`src/rtl/physics_pkg.sv`:
```
// Shared types and helpers for the mass-spring physics blocks.
// Holds the integrator state enum, default widths and saturation limits.
package physics_pkg;

  typedef enum logic [1:0] {
    IDLE,
    VEL,
    POS,
    DONE
  } integrator_state;

  localparam int DEF_POSITION_SIZE = 16;
  localparam int DEF_VELOCITY_SIZE = 16;
  localparam int DEF_FORCE_SIZE    = 16;
  localparam int DEF_ACCUM_SIZE    = 24;
  localparam int DEF_DT_SHIFT      = 4;
  localparam int DEF_MASS_SHIFT    = 0;
  localparam int DEF_GRAVITY_Y     = -16;

  function automatic longint sat_max(input int width);
    return (longint'(1) <<< (width - 1)) - longint'(1);
  endfunction

  function automatic longint sat_min(input int width);
    return -(longint'(1) <<< (width - 1));
  endfunction

endpackage

```
`src/rtl/sat_add.sv`:
```
// Signed saturating adder: adds two IN_SIZE operands without overflow,
// then clamps the exact sum into the signed OUT_SIZE range.
module sat_add
  import physics_pkg::*;
#(
  parameter int IN_SIZE  = 16,
  parameter int OUT_SIZE = 16
) (
  input  logic [IN_SIZE-1:0]  a,
  input  logic [IN_SIZE-1:0]  b,
  output logic [OUT_SIZE-1:0] sum
);

  localparam logic signed [IN_SIZE:0] HI = (IN_SIZE + 1)'(sat_max(OUT_SIZE));
  localparam logic signed [IN_SIZE:0] LO = (IN_SIZE + 1)'(sat_min(OUT_SIZE));

  logic signed [IN_SIZE:0] wide;

  assign wide = (IN_SIZE + 1)'($signed(a)) + (IN_SIZE + 1)'($signed(b));

  always_comb begin
    if (wide > HI) begin
      sum = OUT_SIZE'(HI);
    end else if (wide < LO) begin
      sum = OUT_SIZE'(LO);
    end else begin
      sum = OUT_SIZE'(wide);
    end
  end

endmodule

```
`src/rtl/point_mass_integrator.sv`:
```
// Per-mass-point force accumulator and semi-implicit Euler integrator.
// Optional floor clamp on y is enabled by defining FLOOR_CLAMP_EN.
module point_mass_integrator
  import physics_pkg::*;
#(
  parameter int POSITION_SIZE = DEF_POSITION_SIZE,
  parameter int VELOCITY_SIZE = DEF_VELOCITY_SIZE,
  parameter int FORCE_SIZE    = DEF_FORCE_SIZE,
  parameter int ACCUM_SIZE    = DEF_ACCUM_SIZE,
  parameter int DT_SHIFT      = DEF_DT_SHIFT,
  parameter int MASS_SHIFT    = DEF_MASS_SHIFT,
  parameter logic signed [ACCUM_SIZE-1:0]    GRAVITY_Y = ACCUM_SIZE'(DEF_GRAVITY_Y),
  parameter logic signed [POSITION_SIZE-1:0] FLOOR_Y   = '0
) (
  input  logic                     clk_in,
  input  logic                     rst_n_in,
  input  logic                     init_valid,
  input  logic [POSITION_SIZE-1:0] init_pos_x,
  input  logic [POSITION_SIZE-1:0] init_pos_y,
  input  logic [VELOCITY_SIZE-1:0] init_vel_x,
  input  logic [VELOCITY_SIZE-1:0] init_vel_y,
  input  logic                     force_valid,
  input  logic [FORCE_SIZE-1:0]    force_x,
  input  logic [FORCE_SIZE-1:0]    force_y,
  output logic                     force_ready,
  input  logic                     step_in,
  output logic [POSITION_SIZE-1:0] pos_x,
  output logic [POSITION_SIZE-1:0] pos_y,
  output logic [VELOCITY_SIZE-1:0] vel_x,
  output logic [VELOCITY_SIZE-1:0] vel_y,
  output logic                     result_valid,
  output logic                     busy
);

  localparam int VSUM_SIZE = ACCUM_SIZE + 1;
  localparam int PSUM_SIZE = (POSITION_SIZE > VELOCITY_SIZE) ? POSITION_SIZE : VELOCITY_SIZE;
  localparam int DV_SHIFT  = DT_SHIFT + MASS_SHIFT;
`ifdef FLOOR_CLAMP_EN
  localparam bit FLOOR_EN = 1'b1;
`else
  localparam bit FLOOR_EN = 1'b0;
`endif

  integrator_state state, state_next;
  logic force_accept;

  logic signed [ACCUM_SIZE-1:0]    acc_x, acc_y, acc_sum_x, acc_sum_y;
  logic signed [ACCUM_SIZE-1:0]    force_ext_x, force_ext_y;
  logic signed [VSUM_SIZE-1:0]     vel_ext_x, vel_ext_y, dv_x, dv_y;
  logic signed [VELOCITY_SIZE-1:0] vel_sum_x, vel_sum_y, vel_next_x, vel_next_y;
  logic signed [VELOCITY_SIZE-1:0] dp_x, dp_y, vel_new_y;
  logic signed [PSUM_SIZE-1:0]     pos_ext_x, pos_ext_y, dp_ext_x, dp_ext_y;
  logic signed [POSITION_SIZE-1:0] pos_sum_x, pos_sum_y, pos_new_y;

  assign force_accept = force_valid && force_ready;
  assign force_ext_x  = ACCUM_SIZE'($signed(force_x));
  assign force_ext_y  = ACCUM_SIZE'($signed(force_y));

  // Widen by one bit so adding gravity to a saturated accumulator cannot wrap.
  assign dv_x      = VSUM_SIZE'(acc_x) >>> DV_SHIFT;
  assign dv_y      = (VSUM_SIZE'(acc_y) + VSUM_SIZE'(GRAVITY_Y)) >>> DV_SHIFT;
  assign vel_ext_x = VSUM_SIZE'($signed(vel_x));
  assign vel_ext_y = VSUM_SIZE'($signed(vel_y));

  assign dp_x      = vel_next_x >>> DT_SHIFT;
  assign dp_y      = vel_next_y >>> DT_SHIFT;
  assign dp_ext_x  = PSUM_SIZE'(dp_x);
  assign dp_ext_y  = PSUM_SIZE'(dp_y);
  assign pos_ext_x = PSUM_SIZE'($signed(pos_x));
  assign pos_ext_y = PSUM_SIZE'($signed(pos_y));

  sat_add #(.IN_SIZE(ACCUM_SIZE), .OUT_SIZE(ACCUM_SIZE)) u_acc_x (
    .a(acc_x), .b(force_ext_x), .sum(acc_sum_x)
  );
  sat_add #(.IN_SIZE(ACCUM_SIZE), .OUT_SIZE(ACCUM_SIZE)) u_acc_y (
    .a(acc_y), .b(force_ext_y), .sum(acc_sum_y)
  );
  sat_add #(.IN_SIZE(VSUM_SIZE), .OUT_SIZE(VELOCITY_SIZE)) u_vel_x (
    .a(vel_ext_x), .b(dv_x), .sum(vel_sum_x)
  );
  sat_add #(.IN_SIZE(VSUM_SIZE), .OUT_SIZE(VELOCITY_SIZE)) u_vel_y (
    .a(vel_ext_y), .b(dv_y), .sum(vel_sum_y)
  );
  sat_add #(.IN_SIZE(PSUM_SIZE), .OUT_SIZE(POSITION_SIZE)) u_pos_x (
    .a(pos_ext_x), .b(dp_ext_x), .sum(pos_sum_x)
  );
  sat_add #(.IN_SIZE(PSUM_SIZE), .OUT_SIZE(POSITION_SIZE)) u_pos_y (
    .a(pos_ext_y), .b(dp_ext_y), .sum(pos_sum_y)
  );

  always_comb begin
    pos_new_y = pos_sum_y;
    vel_new_y = vel_next_y;
    if (FLOOR_EN && (pos_sum_y < FLOOR_Y)) begin
      pos_new_y = FLOOR_Y;
      vel_new_y = '0;
    end
  end

  always_ff @(posedge clk_in or negedge rst_n_in) begin
    if (!rst_n_in) begin
      state <= IDLE;
    end else begin
      state <= state_next;
    end
  end

  always_comb begin
    state_next = state;
    case (state)
      IDLE:    if (step_in && !init_valid) state_next = VEL;
      VEL:     state_next = POS;
      POS:     state_next = DONE;
      DONE:    state_next = IDLE;
      default: state_next = IDLE;
    endcase
  end

  always_comb begin
    force_ready  = (state == IDLE);
    busy         = (state != IDLE);
    result_valid = (state == DONE);
  end

  // Outputs are written on the POS->DONE edge so they appear with result_valid.
  always_ff @(posedge clk_in or negedge rst_n_in) begin
    if (!rst_n_in) begin
      acc_x      <= '0;
      acc_y      <= '0;
      vel_next_x <= '0;
      vel_next_y <= '0;
      pos_x      <= '0;
      pos_y      <= '0;
      vel_x      <= '0;
      vel_y      <= '0;
    end else begin
      case (state)
        IDLE: begin
          if (init_valid) begin
            pos_x <= init_pos_x;
            pos_y <= init_pos_y;
            vel_x <= init_vel_x;
            vel_y <= init_vel_y;
            acc_x <= '0;
            acc_y <= '0;
          end else if (force_accept) begin
            acc_x <= acc_sum_x;
            acc_y <= acc_sum_y;
          end
        end
        VEL: begin
          vel_next_x <= vel_sum_x;
          vel_next_y <= vel_sum_y;
          acc_x      <= '0;
          acc_y      <= '0;
        end
        POS: begin
          pos_x <= pos_sum_x;
          pos_y <= pos_new_y;
          vel_x <= vel_next_x;
          vel_y <= vel_new_y;
        end
        default: begin
        end
      endcase
    end
  end

endmodule
```
`config.mk`:
```
export PLATFORM = sky130hd
export DESIGN_NAME = point_mass_integrator
export DESIGN_NICKNAME = d
export VERILOG_FILES = /design/src/rtl/physics_pkg.sv /design/src/rtl/sat_add.sv /design/src/rtl/point_mass_integrator.sv
export SDC_FILE = /design/constraint.sdc
export NUM_CORES = 1
export LEC_CHECK = 0
export BUFFER_PORTS_ARGS = -buffer_cell sky130_fd_sc_hd__buf_2
export CORE_UTILIZATION = 56
export DETAILED_ROUTE_END_ITERATION = 16
export HOLD_SLACK_MARGIN = 0.08
export PLACE_DENSITY_LB_ADDON = 0.1
export SKIP_LAST_GASP = 1
export SYNTH_ARGS = -nofsm -noshare
export SYNTH_HDL_FRONTEND = slang
export SYNTH_HIERARCHICAL = 1
export SYNTH_SLANG_ARGS = --single-unit
```
`constraint.sdc`:
```
create_clock -name clk_in -period 4.5 [get_ports clk_in]
set_input_delay 0.9 -clock clk_in [delete_from_list [all_inputs] [get_ports clk_in]]
set_output_delay 0.9 -clock clk_in [all_outputs]
set_load 0.005 [all_outputs]
```
**After elaboration in Yosys (flattened, before gate mapping)**

Index checks and enable logic that the tools add are counted.

- Equality and inequality tests: 6
- Reductions and logical operators: 9
- Mux-type cells: 28
- $add $sub $neg: 7
- Magnitude comparators: 12

Operators by type and width:

| operator | count |
|---|---|
| $mux 16 | 12 |
| $mux 24 | 8 |
| $pmux 16 s2 | 4 |
| $pmux 24 s2 | 2 |
| $gt 26x16->1 const B | 2 |
| $lt 26x16->1 const B | 2 |
| $add 24x16->25 | 2 |
| $gt 25x24->1 const B | 2 |
| $lt 25x24->1 const B | 2 |
| $add 16x12->17 | 2 |
| $gt 17x16->1 const B | 2 |
| $lt 17x16->1 const B | 2 |
| $add 24x5->25 const B | 1 |
| $add 16x21->22 | 1 |
| $add 16x20->21 | 1 |
| $pmux 2 s4 | 1 |
| $reduce_bool 2->1 | 3 |
| $eq 2x2->1 const B | 2 |
| $reduce_and 2->1 | 2 |
| $ne 3x2->1 const B | 1 |
| $eq 2x1->1 const B | 1 |
| $logic_and 1x1->1 | 2 |
| $logic_not 2->1 | 1 |
| $mux 2 | 1 |
| other kinds (3) | 3 |

- Logic and storage cells: 71
- Bits in registers: 146
- Bits of input ports: 101

**Longest topological paths before layout**

- Depth in word-level cells: 7
- Mapped depth: 19
- Depth with buffers taken out: 17

**By module**

The synthesis kept the hierarchy.

By module, submodules not included:

| module | area an instance (um^2) | times used | cells an instance | sequential area each (um^2) |
|---|---|---|---|---|
| point_mass_integrator | 6508.7 | 1 | 623 | 3653.5 |
| sat_add (u_vel_x ...) | 1493.9 | 2 | 220 | 0.0 |
| sat_add (u_pos_x ...) | 1178.6 | 2 | 147 | 0.0 |
| sat_add (u_acc_x) | 2123.3 | 1 | 306 | 0.0 |
| sat_add (u_acc_y) | 2006.9 | 1 | 282 | 0.0 |

**Worst setup path after synthesis**

No wires, ideal clock.

- Path type: register to register
- From: register acc_y[4]
- To: register vel_next_y[7], in the netlist vel_new_y[7]
- Period minus slack after synthesis: 4.258 ns
- Path buffers: 1
- Setup slack: 0.242 ns
- Data required time: 4.375 ns
- Library setup time: 0.125 ns
- Data arrival time: 4.133 ns
- Cell stages (with the launch flop): 18
- Cell sequence: dfrtp_1 -> inv_1 -> ha_1 -> nor2b_1 -> nand4_1 -> o41ai_1 -> ha_1 -> a21oi_1 -> o211ai_1 -> a21oi_1 -> a31oi_1 -> xnor2_1 -> nand2_1 -> or4b_4 -> o41ai_4 -> buf_6 -> o31ai_1 -> mux2_2

- Cells in the longest elaborated chain, start to end: 5
- Elaborated cells on any way between the ends: 6

Ends and longest elaborated chain:

| item | line | text |
|---|---|---|
| start: declaration | point_mass_integrator.sv:47 | `logic signed [ACCUM_SIZE-1:0] acc_x, acc_y, acc_sum_x, acc_sum_y;` |
| start signal: assignment | point_mass_integrator.sv:148 | `acc_y <= acc_sum_y;` |
| $add 24x5->25 (*) | point_mass_integrator.sv:61 | `assign dv_y = (VSUM_SIZE'(acc_y) + VSUM_SIZE'(GRAVITY_Y)) >>> DV_SHIFT;` |
| net dv_y[0] | point_mass_integrator.sv:49 | `logic signed [VSUM_SIZE-1:0] vel_ext_x, vel_ext_y, dv_x, dv_y;` |
| $add 16x21->22 (*) | sat_add.sv:19 | `assign wide = (IN_SIZE + 1)'($signed(a)) + (IN_SIZE + 1)'($signed(b));` |
| $lt 26x16->1 | sat_add.sv:24 | `end else if (wide < LO) begin` |
| $mux 16 | sat_add.sv:24 |  |
| $mux 16 (*) | sat_add.sv:22 | `if (wide > HI) begin` |
| net vel_sum_y[7] | point_mass_integrator.sv:50 | `logic signed [VELOCITY_SIZE-1:0] vel_sum_x, vel_sum_y, vel_next_x, vel_next_y;` |
| end signal: assignment | point_mass_integrator.sv:153 | `vel_next_y <= vel_sum_y;` |
| end: declaration | point_mass_integrator.sv:50 |  |

Mark *: on every way through the listed nets, which the timed path passes. The rest lies on a longest branch.
A chain may end at the register's enable or synchronous reset.

**Final worst setup path**

- From: register acc_y[15]
- To: register vel_next_y[14], in the netlist vel_new_y[14]

The elaborated chain is that of the path after synthesis.

==> flow_summary.yaml <==
synthesis:
  seq_area_frac_synth: 0.2286
  synth_warnings: 6
  number_of_synthesized_flops_with_an_enable_pin: 0
  post_synth_num_cell_types: 110
  netlist_instances: 1945
  synthArstFlopShare: 1.000
  syn_area_sq_um: 15980
  mappedNetlistNets: 2187
  synth.avg_cell_area_sq_um: 8.218
  synthFlopType: "dfrtp_1"
  postSynthRegisterBits: 146
layout:
  area_growth_syn_to_layout_pct: 11.98
  layout_cells_sized_above_1: 0.2013
  fin_util: 0.6407
  num-nets-final: 2325
  final_cells: 2477
  fillCellCount: 2534
outcome:
  status: "completed"
floorplan:
  fp.coreArea_sq_um: 27930
  floorplan.die_area_sq_um: 29220
  die_width_um: 170.9
  ios: 168
  initial_core_util: 0.5722
  placement_rows: 61
  die_h_um: 170.9
cts:
  numCtsBuffers: 17
  clkTransAtPathRegs_ns: 0.07
  cts.hold.buffers_added: 0
  max-clock-path-buffers: 2
  cts_htree_levels: 4
  tritoncts: "done"
  cts.root.buffer_cell: "clkbuf_16"
  clock_insertion_delay_worst_skew_ns: 0.44
  tritoncts_num_sinks: 146
setup_path:
  crit_buf_inv: 2
  setup.reg_to_reg.worst_slack_ns: 0.18
  setup.worst_path.start_class: "flip-flop"
  slowest_stage: "or4b_4"
  worstSetupPathType: "flip-flop to flip-flop"
  critPathArrivalTime_ns: 4.64
  worstPathRequired_ns: 4.81
  setup.worst_path.end_class: "flip-flop"
  critPathMaxStageDelay_ns: 0.53
  peak_fanout_along_the_critical_path: 15
  crit_family: "simple AND/OR/NAND/NOR gates"
  crit_top_cell: "nand4_1"
  cp_cell_sequence: "nor4_2 -> nand4_1 -> buf_4 -> nor3_2 -> xnor2_1 -> ha_1 -> nand4_1 -> or2_2 -> a31oi_2 -> o21a_1 -> nor2_1 -> or4b_4 -> o41ai_4 -> buf_6 -> o21ai_1 -> mux2_2"
route:
  remaining_routing_drc_violations: 0
  num_vias: 15090
  drt_pass1_iterations: 6
  post_drt_via_cell_ratio: 6.093
  route.detailed.wl_per_inst_um: 18.32
  count_of_nets_left_with_antenna_violations_after_detail_routing: 0
  wirelength_um: 45380
  drt_iter0_drc: 1290
placement:
  place.port_buffers: 167
  dp.cells: 2438
  detailed_place_hpwl_um: 34850
  gp_congestion: 0.9757
grt:
  grt_usage: 0.3092
  antenna_found_initial: 4
  grt_pass1_vias: 14030
  grt-ovfl-total: 0
  grt_max_degree: 97
  grt_pass1_wl_um: 72080
timing:
  maxClockFrequency_mhz: 231.4
  final_max_slew_viol_count: 0
  setup_viol: 0
  worst_slew_margin_rel: 0.3503
  whs_ns: 0.4948
  min_period_over_period: 0.9605
  timing.clock.skew_ns: 0.01550
  period_needed_ns: 4.322
  worst_slew_pin_slew_ns: 0.9746
  finalHoldViolations: 0
hold_path:
  hold_path_class: "flip-flop to flip-flop"
job:
  cap_violations: 0
-- synthesized netlist by cell type (all sizes together), types with 37 or more instances --
cell type  instances  area (sq um)
a21o              37         277.8
a21oi            184         999.7
buf               59         404.1
dfrtp            146          3654
ha               135          1689
inv               52         195.2
mux2i             74         748.2
nand2            287          1087
nor2              83         321.6
nor3              40         235.2
o211ai            39         322.8
o21ai            259          1390
xnor2             63         551.8
xor2              46         402.9
-- cell families (layout without fill, tap and decap cells) --
kind of cell	count (synthesis)	count (layout)	share of synthesized area
adders and majority gates	150	150	0.1190
xor gates and xnor gates	109	109	0.05973
other	0	3	0
AOI/OAI and AO/OA	696	696	0.2954
buffers and inverters	143	294	0.04540
and+or+nand+nor	594	594	0.1818
muxes	107	107	0.07006
DFF	146	146	0.2286
-- worst min-delay path, stage by stage, from the launching register on --
cell and delay, ns:
dfrtp_1 0.35, nand2_1 0.05, o21ai_0 0.06
-- worst paths after layout --
check | cells after the start | from | endpoint
worst max-delay path | 16 | acc_y[15]$_DFFE_PN0P_ | vel_new_y[14]$_DFFE_PN0P_
min in group asynchronous | 1 | rst_n_in | pos_y[8]$_DFFE_PN0P_
max in group asynchronous | 2 | rst_n_in | acc_x[15]$_DFFE_PN0P_
worst min-delay path | 2 | acc_y[3]$_DFFE_PN0P_ | acc_y[3]$_DFFE_PN0P_
worst max register to register | 16 | acc_y[15]$_DFFE_PN0P_ | vel_new_y[14]$_DFFE_PN0P_
worst min register to register | 2 | acc_y[3]$_DFFE_PN0P_ | acc_y[3]$_DFFE_PN0P_
-- placed cells by master (no fill, tap or decap), drive strengths merged, types with 19 or more instances in the layout --
master | netlist | routed
nor2b | 19 | 19
nor2 | 83 | 83
o211ai | 39 | 39
mux2i | 74 | 74
xor2 | 46 | 46
nand2 | 287 | 287
a21o | 37 | 37
nand3 | 30 | 30
xnor2 | 63 | 63
ha | 135 | 135
o21ai | 259 | 259
nand4 | 31 | 31
mux2 | 33 | 33
dfrtp | 146 | 146
buf | 59 | 209
inv | 52 | 56
a21oi | 184 | 184
nor3 | 40 | 40
-- state kept, by name (all words and copies together), names as in the netlist --
name        cells
vel_y          16
vel_new_y      16
acc_y          24
pos_y          16
vel_next_x     16
state           2
pos_x          16
vel_x          16
acc_x          24
-- metrics by stage --
stage | setup TNS, ns | setup WS (ns) | instance area (sq um)
3_3_place_gp | 0 | 0.1543 | 17100
4_1_cts | 0 | 0.05740 | 17730
3_5_place_dp | -0.02327 | -0.006613 | 17100
2_1_floorplan | 0 | 0.2425 | 15980
6_report | 0 | 0.1777 | 17900
5_1_grt | -0.05376 | -0.01354 | 17890
-- timing repair --
| item | in CTS | in global routing |
|---|---|---|
| setup buffers | 0 | 4 |
| endpoints found under the setup margin | 10 | 15 |
| resized for setup | 1 | 28 |
| pin swaps | 0 | 7 |
-- area by class of cell --
cell class | count | area [sq um] | area share
antenna | 3 | 7.507 | 0.0004194
clock buffer | 17 | 425.4 | 0.02377
clock inverter | 15 | 205.2 | 0.01146
inverter | 53 | 198.9 | 0.01112
multi-input combinational | 1656 | 11770 | 0.6577
sequential | 146 | 3655 | 0.2042
tap | 378 | 473.0 | 0.02642
timing repair buffer | 209 | 1161 | 0.06487
-- per-layer routing --
metal,GRT usage,share of wire
met1,0.4264,0.47
met2,0.5010,0.46
met3,0.04950,0.055
met4,0.07997,0.016
met5,0,0.00029
Power is not shown: default switching activity piles up to over one toggle a cycle in this logic, so the estimate is an artifact.
